**src/rtl/pong_pkg.sv**
```systemverilog
// rtl/pong_pkg.sv - shared constants and types for the Pong match sequencer
package pong_pkg;
  localparam int SCORE_W  = 3;
  localparam int CENTER_X = 320;
  localparam int CENTER_Y = 240;

  typedef logic [SCORE_W-1:0] score_t;
  typedef logic [2:0]         state_t;

  localparam state_t ST_IDLE      = 3'd0;
  localparam state_t ST_SERVE     = 3'd1;
  localparam state_t ST_PLAY      = 3'd2;
  localparam state_t ST_POINT     = 3'd3;
  localparam state_t ST_GAME_OVER = 3'd4;

  localparam logic [1:0] WINNER_NONE = 2'b00;
  localparam logic [1:0] WINNER_P1   = 2'b01;
  localparam logic [1:0] WINNER_P2   = 2'b10;

  // Counter value on the last tick of an interval lasting 'frames' ticks.
  function automatic logic [7:0] term_count(input int frames);
    return 8'(frames - 1);
  endfunction
endpackage

```
**src/rtl/pong_match_ctrl_if.sv**
```systemverilog
// rtl/pong_match_ctrl_if.sv - physics/renderer side signals of the match sequencer
interface pong_match_ctrl_if;
  import pong_pkg::*;

  logic       frame_tick;
  logic       serve_btn;
  logic       miss_l;
  logic       miss_r;
  logic       ball_reset;
  logic       ball_run;
  logic       serve_dir;
  score_t     score1;
  score_t     score2;
  logic       overlay_on;
  logic       blink;
  logic [1:0] winner;

  modport master (
    output frame_tick, serve_btn, miss_l, miss_r,
    input  ball_reset, ball_run, serve_dir, score1, score2, overlay_on, blink, winner
  );

  modport slave (
    input  frame_tick, serve_btn, miss_l, miss_r,
    output ball_reset, ball_run, serve_dir, score1, score2, overlay_on, blink, winner
  );
endinterface

```
**src/rtl/pong_frame_timer.sv**
```systemverilog
// rtl/pong_frame_timer.sv - 8-bit frame tick counter with clear and terminal-count flag
module pong_frame_timer (
  input  logic       clk,
  input  logic       rst,
  input  logic       clr,
  input  logic       tick,
  input  logic [7:0] limit,
  output logic       at_limit
);
  logic [7:0] count;

  // Clear outranks tick so a tick on a state-entry edge is not counted.
  always_ff @(posedge clk) begin
    if (rst || clr) begin
      count <= 8'd0;
    end else if (tick) begin
      count <= count + 8'd1;
    end
  end

  assign at_limit = (count == limit);
endmodule

```
**src/rtl/pong_match_ctrl.sv**
```systemverilog
// rtl/pong_match_ctrl.sv - serve/play/point/game-over sequencer owning scores and winner
module pong_match_ctrl
  import pong_pkg::*;
#(
  parameter int WIN_SCORE    = 5,
  parameter int SERVE_FRAMES = 60,
  parameter int POINT_FRAMES = 90,
  parameter int BLINK_FRAMES = 30
) (
  input logic              CLOCK_50,
  input logic              RESET,
  pong_match_ctrl_if.slave bus
);
  localparam score_t WIN = score_t'(WIN_SCORE);

  state_t     state;
  state_t     state_n;
  logic [7:0] limit;
  logic       at_limit;
  logic       fin;
  logic       clr;

  logic       ball_reset;
  logic       ball_run;
  logic       serve_dir;
  score_t     score1;
  score_t     score2;
  logic       overlay_on;
  logic       blink;
  logic [1:0] winner;

  always_comb begin
    limit = 8'd0;
    case (state)
      ST_SERVE:     limit = term_count(SERVE_FRAMES);
      ST_POINT:     limit = term_count(POINT_FRAMES);
      ST_GAME_OVER: limit = term_count(BLINK_FRAMES);
      default:      limit = 8'd0;
    endcase
  end

  assign fin = bus.frame_tick && at_limit;

  always_comb begin
    state_n = state;
    case (state)
      ST_IDLE:      if (bus.frame_tick && bus.serve_btn) state_n = ST_SERVE;
      ST_SERVE:     if (fin) state_n = ST_PLAY;
      ST_PLAY:      if (bus.miss_l || bus.miss_r) state_n = ST_POINT;
      ST_POINT: begin
        if (fin) begin
          state_n = (score1 == WIN || score2 == WIN) ? ST_GAME_OVER : ST_IDLE;
        end
      end
      ST_GAME_OVER: state_n = ST_GAME_OVER;
      default:      state_n = ST_IDLE;
    endcase
  end

  // The timer restarts on every state change and on each blink half-period.
  assign clr = (state_n != state) || (state == ST_GAME_OVER && fin);

  pong_frame_timer u_timer (
    .clk      (CLOCK_50),
    .rst      (RESET),
    .clr      (clr),
    .tick     (bus.frame_tick),
    .limit    (limit),
    .at_limit (at_limit)
  );

  always_ff @(posedge CLOCK_50) begin
    if (RESET) begin
      state      <= ST_IDLE;
      score1     <= '0;
      score2     <= '0;
      ball_reset <= 1'b1;
      ball_run   <= 1'b0;
      serve_dir  <= 1'b0;
      overlay_on <= 1'b1;
      blink      <= 1'b0;
      winner     <= WINNER_NONE;
    end else begin
      state      <= state_n;
      ball_reset <= (state_n != ST_PLAY);
      ball_run   <= (state_n == ST_PLAY);
      overlay_on <= (state_n == ST_IDLE) || (state_n == ST_POINT) || (state_n == ST_GAME_OVER);
      // A simultaneous miss on both goals is a let: nobody scores.
      if (state == ST_PLAY) begin
        if (bus.miss_l && !bus.miss_r) begin
          score2    <= score2 + score_t'(1);
          serve_dir <= 1'b0;
        end else if (bus.miss_r && !bus.miss_l) begin
          score1    <= score1 + score_t'(1);
          serve_dir <= 1'b1;
        end
      end
      if (state == ST_POINT && fin) begin
        if (score1 == WIN) begin
          winner <= WINNER_P1;
        end else if (score2 == WIN) begin
          winner <= WINNER_P2;
        end
      end
      if (state == ST_GAME_OVER && fin) begin
        blink <= ~blink;
      end
    end
  end

  assign bus.ball_reset = ball_reset;
  assign bus.ball_run   = ball_run;
  assign bus.serve_dir  = serve_dir;
  assign bus.score1     = score1;
  assign bus.score2     = score2;
  assign bus.overlay_on = overlay_on;
  assign bus.blink      = blink;
  assign bus.winner     = winner;
endmodule

```
**src/flat_wrapper.sv**
```systemverilog
// flat-port wrapper written by rule: the top's interface ports become plain ports
module pong_match_ctrl_flat import pong_pkg::*;
#(
  parameter int WIN_SCORE    = 5,
  parameter int SERVE_FRAMES = 60,
  parameter int POINT_FRAMES = 90,
  parameter int BLINK_FRAMES = 30
)
  (CLOCK_50, RESET, bus_frame_tick, bus_serve_btn, bus_miss_l, bus_miss_r, bus_ball_reset, bus_ball_run, bus_serve_dir, bus_score1, bus_score2, bus_overlay_on, bus_blink, bus_winner);
  pong_match_ctrl_if bus_i ();
  input logic CLOCK_50;
  input logic RESET;
  input wire logic [$bits(bus_i.frame_tick)-1:0] bus_frame_tick;
  input wire logic [$bits(bus_i.serve_btn)-1:0] bus_serve_btn;
  input wire logic [$bits(bus_i.miss_l)-1:0] bus_miss_l;
  input wire logic [$bits(bus_i.miss_r)-1:0] bus_miss_r;
  output wire logic [$bits(bus_i.ball_reset)-1:0] bus_ball_reset;
  output wire logic [$bits(bus_i.ball_run)-1:0] bus_ball_run;
  output wire logic [$bits(bus_i.serve_dir)-1:0] bus_serve_dir;
  output wire logic [$bits(bus_i.score1)-1:0] bus_score1;
  output wire logic [$bits(bus_i.score2)-1:0] bus_score2;
  output wire logic [$bits(bus_i.overlay_on)-1:0] bus_overlay_on;
  output wire logic [$bits(bus_i.blink)-1:0] bus_blink;
  output wire logic [$bits(bus_i.winner)-1:0] bus_winner;
  assign bus_i.frame_tick = bus_frame_tick;
  assign bus_i.serve_btn = bus_serve_btn;
  assign bus_i.miss_l = bus_miss_l;
  assign bus_i.miss_r = bus_miss_r;
  assign bus_ball_reset = bus_i.ball_reset;
  assign bus_ball_run = bus_i.ball_run;
  assign bus_serve_dir = bus_i.serve_dir;
  assign bus_score1 = bus_i.score1;
  assign bus_score2 = bus_i.score2;
  assign bus_overlay_on = bus_i.overlay_on;
  assign bus_blink = bus_i.blink;
  assign bus_winner = bus_i.winner;
  pong_match_ctrl #(.WIN_SCORE(WIN_SCORE), .SERVE_FRAMES(SERVE_FRAMES), .POINT_FRAMES(POINT_FRAMES), .BLINK_FRAMES(BLINK_FRAMES)) u_core (.CLOCK_50(CLOCK_50), .RESET(RESET), .bus(bus_i));
endmodule
```
**config.mk**
```make
export PLATFORM = sky130hd
export DESIGN_NAME = pong_match_ctrl_flat
export DESIGN_NICKNAME = d
export VERILOG_FILES = /design/src/rtl/pong_pkg.sv /design/src/rtl/pong_match_ctrl_if.sv /design/src/rtl/pong_frame_timer.sv /design/src/rtl/pong_match_ctrl.sv /design/src/flat_wrapper.sv
export SDC_FILE = /design/constraint.sdc
export NUM_CORES = 1
export LEC_CHECK = 0
export CORE_MARGIN = 3
export CORE_UTILIZATION = 40
export CTS_CLUSTER_DIAMETER = 150
export DETAILED_ROUTE_END_ITERATION = 16
export SETUP_SLACK_MARGIN = 0.1
export SLEW_MARGIN = 20
export SYNTH_ARGS = -nofsm -noshare
export SYNTH_HDL_FRONTEND = slang
export SYNTH_SLANG_ARGS = --single-unit
```
**constraint.sdc**
```tcl
create_clock -name CLOCK_50 -period 5.05 [get_ports CLOCK_50]
set_clock_uncertainty 0.2 [all_clocks]
set_input_delay 1.2625 -clock CLOCK_50 [delete_from_list [all_inputs] [get_ports CLOCK_50]]
set_output_delay 1.2625 -clock CLOCK_50 [all_outputs]
set_load 0.05 [all_outputs]
```
==> impl_metrics.json <==
{
  "status": "finished clean",
  "crit_cells": 1,
  "routedWlPerCell_um": 14.2,
  "cp_max_fo": 4,
  "arrival_ns": 1.60,
  "cp_cell_sequence": "clkdlybuf4s50_1",
  "num_antenna_cells": 0,
  "period_minus_slack_ns": 3.06,
  "cp_top_family": "buffers and inverters",
  "grt_max_degree": 20,
  "finalWirelength_mm": 3.11,
  "drv_cap": 0,
  "drt_iter0_drc": 36,
  "grt_pass1_wl_mm": 5.26,
  "cts_inserted_buffers": 3,
  "ys.flop_type": "dfxtp_1",
  "finalPower_w": 0.000367,
  "drv_slew": 0,
  "first_global_vias": 1129,
  "r2r-end": "u_core.state[1]",
  "worstRegToRegCells": 5,
  "cts.path.max_buffers": 2,
  "rsz0062_at_grt": "false",
  "drt_drc_violations_left": 0,
  "drtPass1Iterations": 4,
  "chipWidth_um": 65.3,
  "synth_edf_count": 0,
  "ys_types": 47,
  "irDropWorstVdd_mv": 0.139,
  "tns_ns": 0,
  "area.growth.synth_to_final_pct": 16.3,
  "syn_area_per_cell_um2": 8.81,
  "dp_hpwl_mm": 2.34,
  "syn_inst": 160,
  "synth_async_sr_flop_share": 0,
  "syn-cell-area_um2": 1410,
  "start_kind": "flip-flop",
  "ios": 19,
  "synth_top_area_share": 0.341,
  "slew_headroom": 0.499,
  "cts_max_level": 1,
  "p_leak_nw": 0.592,
  "fmax_mhz": 326,
  "vias": 1150,
  "place_congestion": 0.781,
  "dieArea_um2": 4270,
  "synthTopCellsByCount": "dfxtp_1, nor2_1, nand2_1",
  "hold_viol": 0,
  "fp-row-count": 20,
  "antenna_found_initial": 0,
  "port_buffers": 18,
  "powerDensity_nw_per_um2": 224,
  "start_util": 0.440,
  "cpPeakStageDelay_ns": 0.84,
  "die_y_um": 65.3,
  "finalSetupViolations": 0,
  "yosysWarnings": 0,
  "seq_area_frac_synth": 0.341,
  "ant_nets": 0,
  "r2r_slack_ns": 2.51,
  "root_buffer": "clkbuf_4",
  "final_nets": 190,
  "r2r-start": "u_core.state[0]",
  "synthTopCellsByArea": "dfxtp_1, ha_1, nor2_1",
  "clk_latency_ns": 0.32,
  "cts.clk_slew.worst_paths_ns": 0.14,
  "synth_nets": 174,
  "cts_tree": "done",
  "grt_util_all_layers": 0.159,
  "holdBufCountCts": 0,
  "synth_top_area_cell": "dfxtp_1",
  "critPathBufInv": 1,
  "hp-class": "flip-flop to flip-flop",
  "gr-total-overflow": 0,
  "cpMaxStageDelayCell": "clkdlybuf4s50_1",
  "crit_end": "bus_score2[0]",
  "critPathLaunch": "u_core.bus.score2[0]",
  "core_area_um2": 3200,
  "cts_setup_buffers": 0,
  "cp-end-kind": "output port",
  "ys_ff_latch": 24,
  "tightest_slew_ns": 0.730,
  "clock-sinks": 24,
  "fin_crit_sh": 0.607,
  "crit_required_ns": 3.59,
  "drive_gt1_frac": 0.0914,
  "yosys.cell_count.top_type": "dfxtp_1",
  "vias_per_cell": 5.25,
  "cts-resized-gates": 0,
  "crit_type": "flip-flop to output port"
}
[cell usage in the layout, fill, tap and decap left out, types with 2 or more instances in the layout]
cell / n
dfxtp_1: 24
nor2_1: 19
clkdlybuf4s50_1: 18
nand2_1: 16
a21oi_1: 9
ha_1: 8
xnor2_1: 7
inv_1: 5
nor3_1: 5
nand2b_1: 4
nor3b_1: 4
a211oi_1: 4
xor2_1: 4
mux2i_1: 3
o21ai_0: 3
clkbuf_4: 3
a21oi_2: 2
nor2_2: 2
o211ai_1: 2
nor4_4: 2
nor4_1: 2
and2_1: 2
nand4_1: 2
nand3_1: 2
o2bb2ai_1: 2
[where the power goes]
| part | internal, W | total [W] | switching (W) | leakage (nW) |
|---|---|---|---|---|
| logic | 0.0000224 | 0.0000593 | 0.0000369 | 0.377 |
| registers | 0.000194 | 0.000203 | 0.00000899 | 0.194 |
| clock network | 0.0000441 | 0.000105 | 0.0000613 | 0.0210 |
| total | 0.000260 | 0.000367 | 0.000107 | 0.592 |
[sequential cells by signal, indices dropped and copies added (netlist names)]
name                   count
u_core.bus.ball_run        1
u_core.bus.winner          2
u_core.bus.blink           1
u_core.bus.overlay_on      1
u_core.bus.serve_dir       1
u_core.bus.score2          3
u_core.state               3
u_core.bus.ball_reset      1
u_core.bus.score1          3
u_core.u_timer.count       8
[how the worst min path moves through the flow]
stage                                 start                      end  slack (ns)  cells after the start
floorplan           u_core.u_timer.count[7]  u_core.u_timer.count[7]        0.35                      2
global placement       u_core.bus.winner[0]     u_core.bus.winner[0]        0.28                      2
detailed placement     u_core.bus.winner[0]     u_core.bus.winner[0]        0.29                      2
CTS                    u_core.bus.winner[0]     u_core.bus.winner[0]        0.31                      2
global route           u_core.bus.winner[0]     u_core.bus.winner[0]        0.32                      2
finish                 u_core.bus.winner[0]     u_core.bus.winner[0]        0.31                      2
[worst min-delay path, delay by kind of cell (launching register included)]
| family | cells | cell delay, ns |
|---|---|---|
| and+or+nand+nor | 1 | 0.07 |
| DFF | 1 | 0.35 |
| AOI/OAI and AO/OA | 1 | 0.06 |
[final cells by class]
class	instances	area (µm²)
Fill cell	329	1570
Multi-Input combinational cell	124	867
Sequential cell	24	480
Timing Repair Buffer	18	180
Tap cell	44	55.1
Clock buffer	4	36.3
Inverter	5	18.8
[cell families (layout without fill, tap and decap cells)]
family / count (synthesis) / count (layout) / share of synthesized area
adder cells (fa/ha/maj): 8 / 8 / 0.0711
buffers and inverters: 12 / 27 / 0.0435
multiplexers: 5 / 5 / 0.0400
XOR/XNOR: 11 / 11 / 0.0684
AO/OA/AOI/OAI: 29 / 29 / 0.145
AND/OR/NAND/NOR: 71 / 71 / 0.291
flip-flops: 24 / 24 / 0.341
[metal layers]
layer / track usage / routed length (µm) / part of all wire / vias up
met5: 0 / 0 / 0 / -
met4: 0.0389 / 31 / 0.010 / 0
met3: 0.0479 / 130 / 0.042 / 5
met2: 0.273 / 1500 / 0.48 / 20
met1: 0.192 / 1450 / 0.47 / 531
li1: - / - / - / 594
[through the flow]
| stage | cells | utilization | hold slack [ns] | area [µm²] | setup slack (ns) |
|---|---|---|---|---|---|
| final | 219 | 0.511 | 0.305 | 1640 | 1.99 |
| after global routing | 219 | 0.511 | 0.320 | 1640 | 1.90 |
| after CTS | 219 | 0.511 | 0.307 | 1640 | 1.98 |
| after detailed placement | 215 | 0.500 | 0.286 | 1600 | 1.67 |
| after global placement | 215 | 0.500 | 0.280 | 1600 | 1.73 |
| after floorplan | 160 | - | 0.354 | 1410 | 2.23 |
Note: power is estimated with default switching activity, not from simulation.
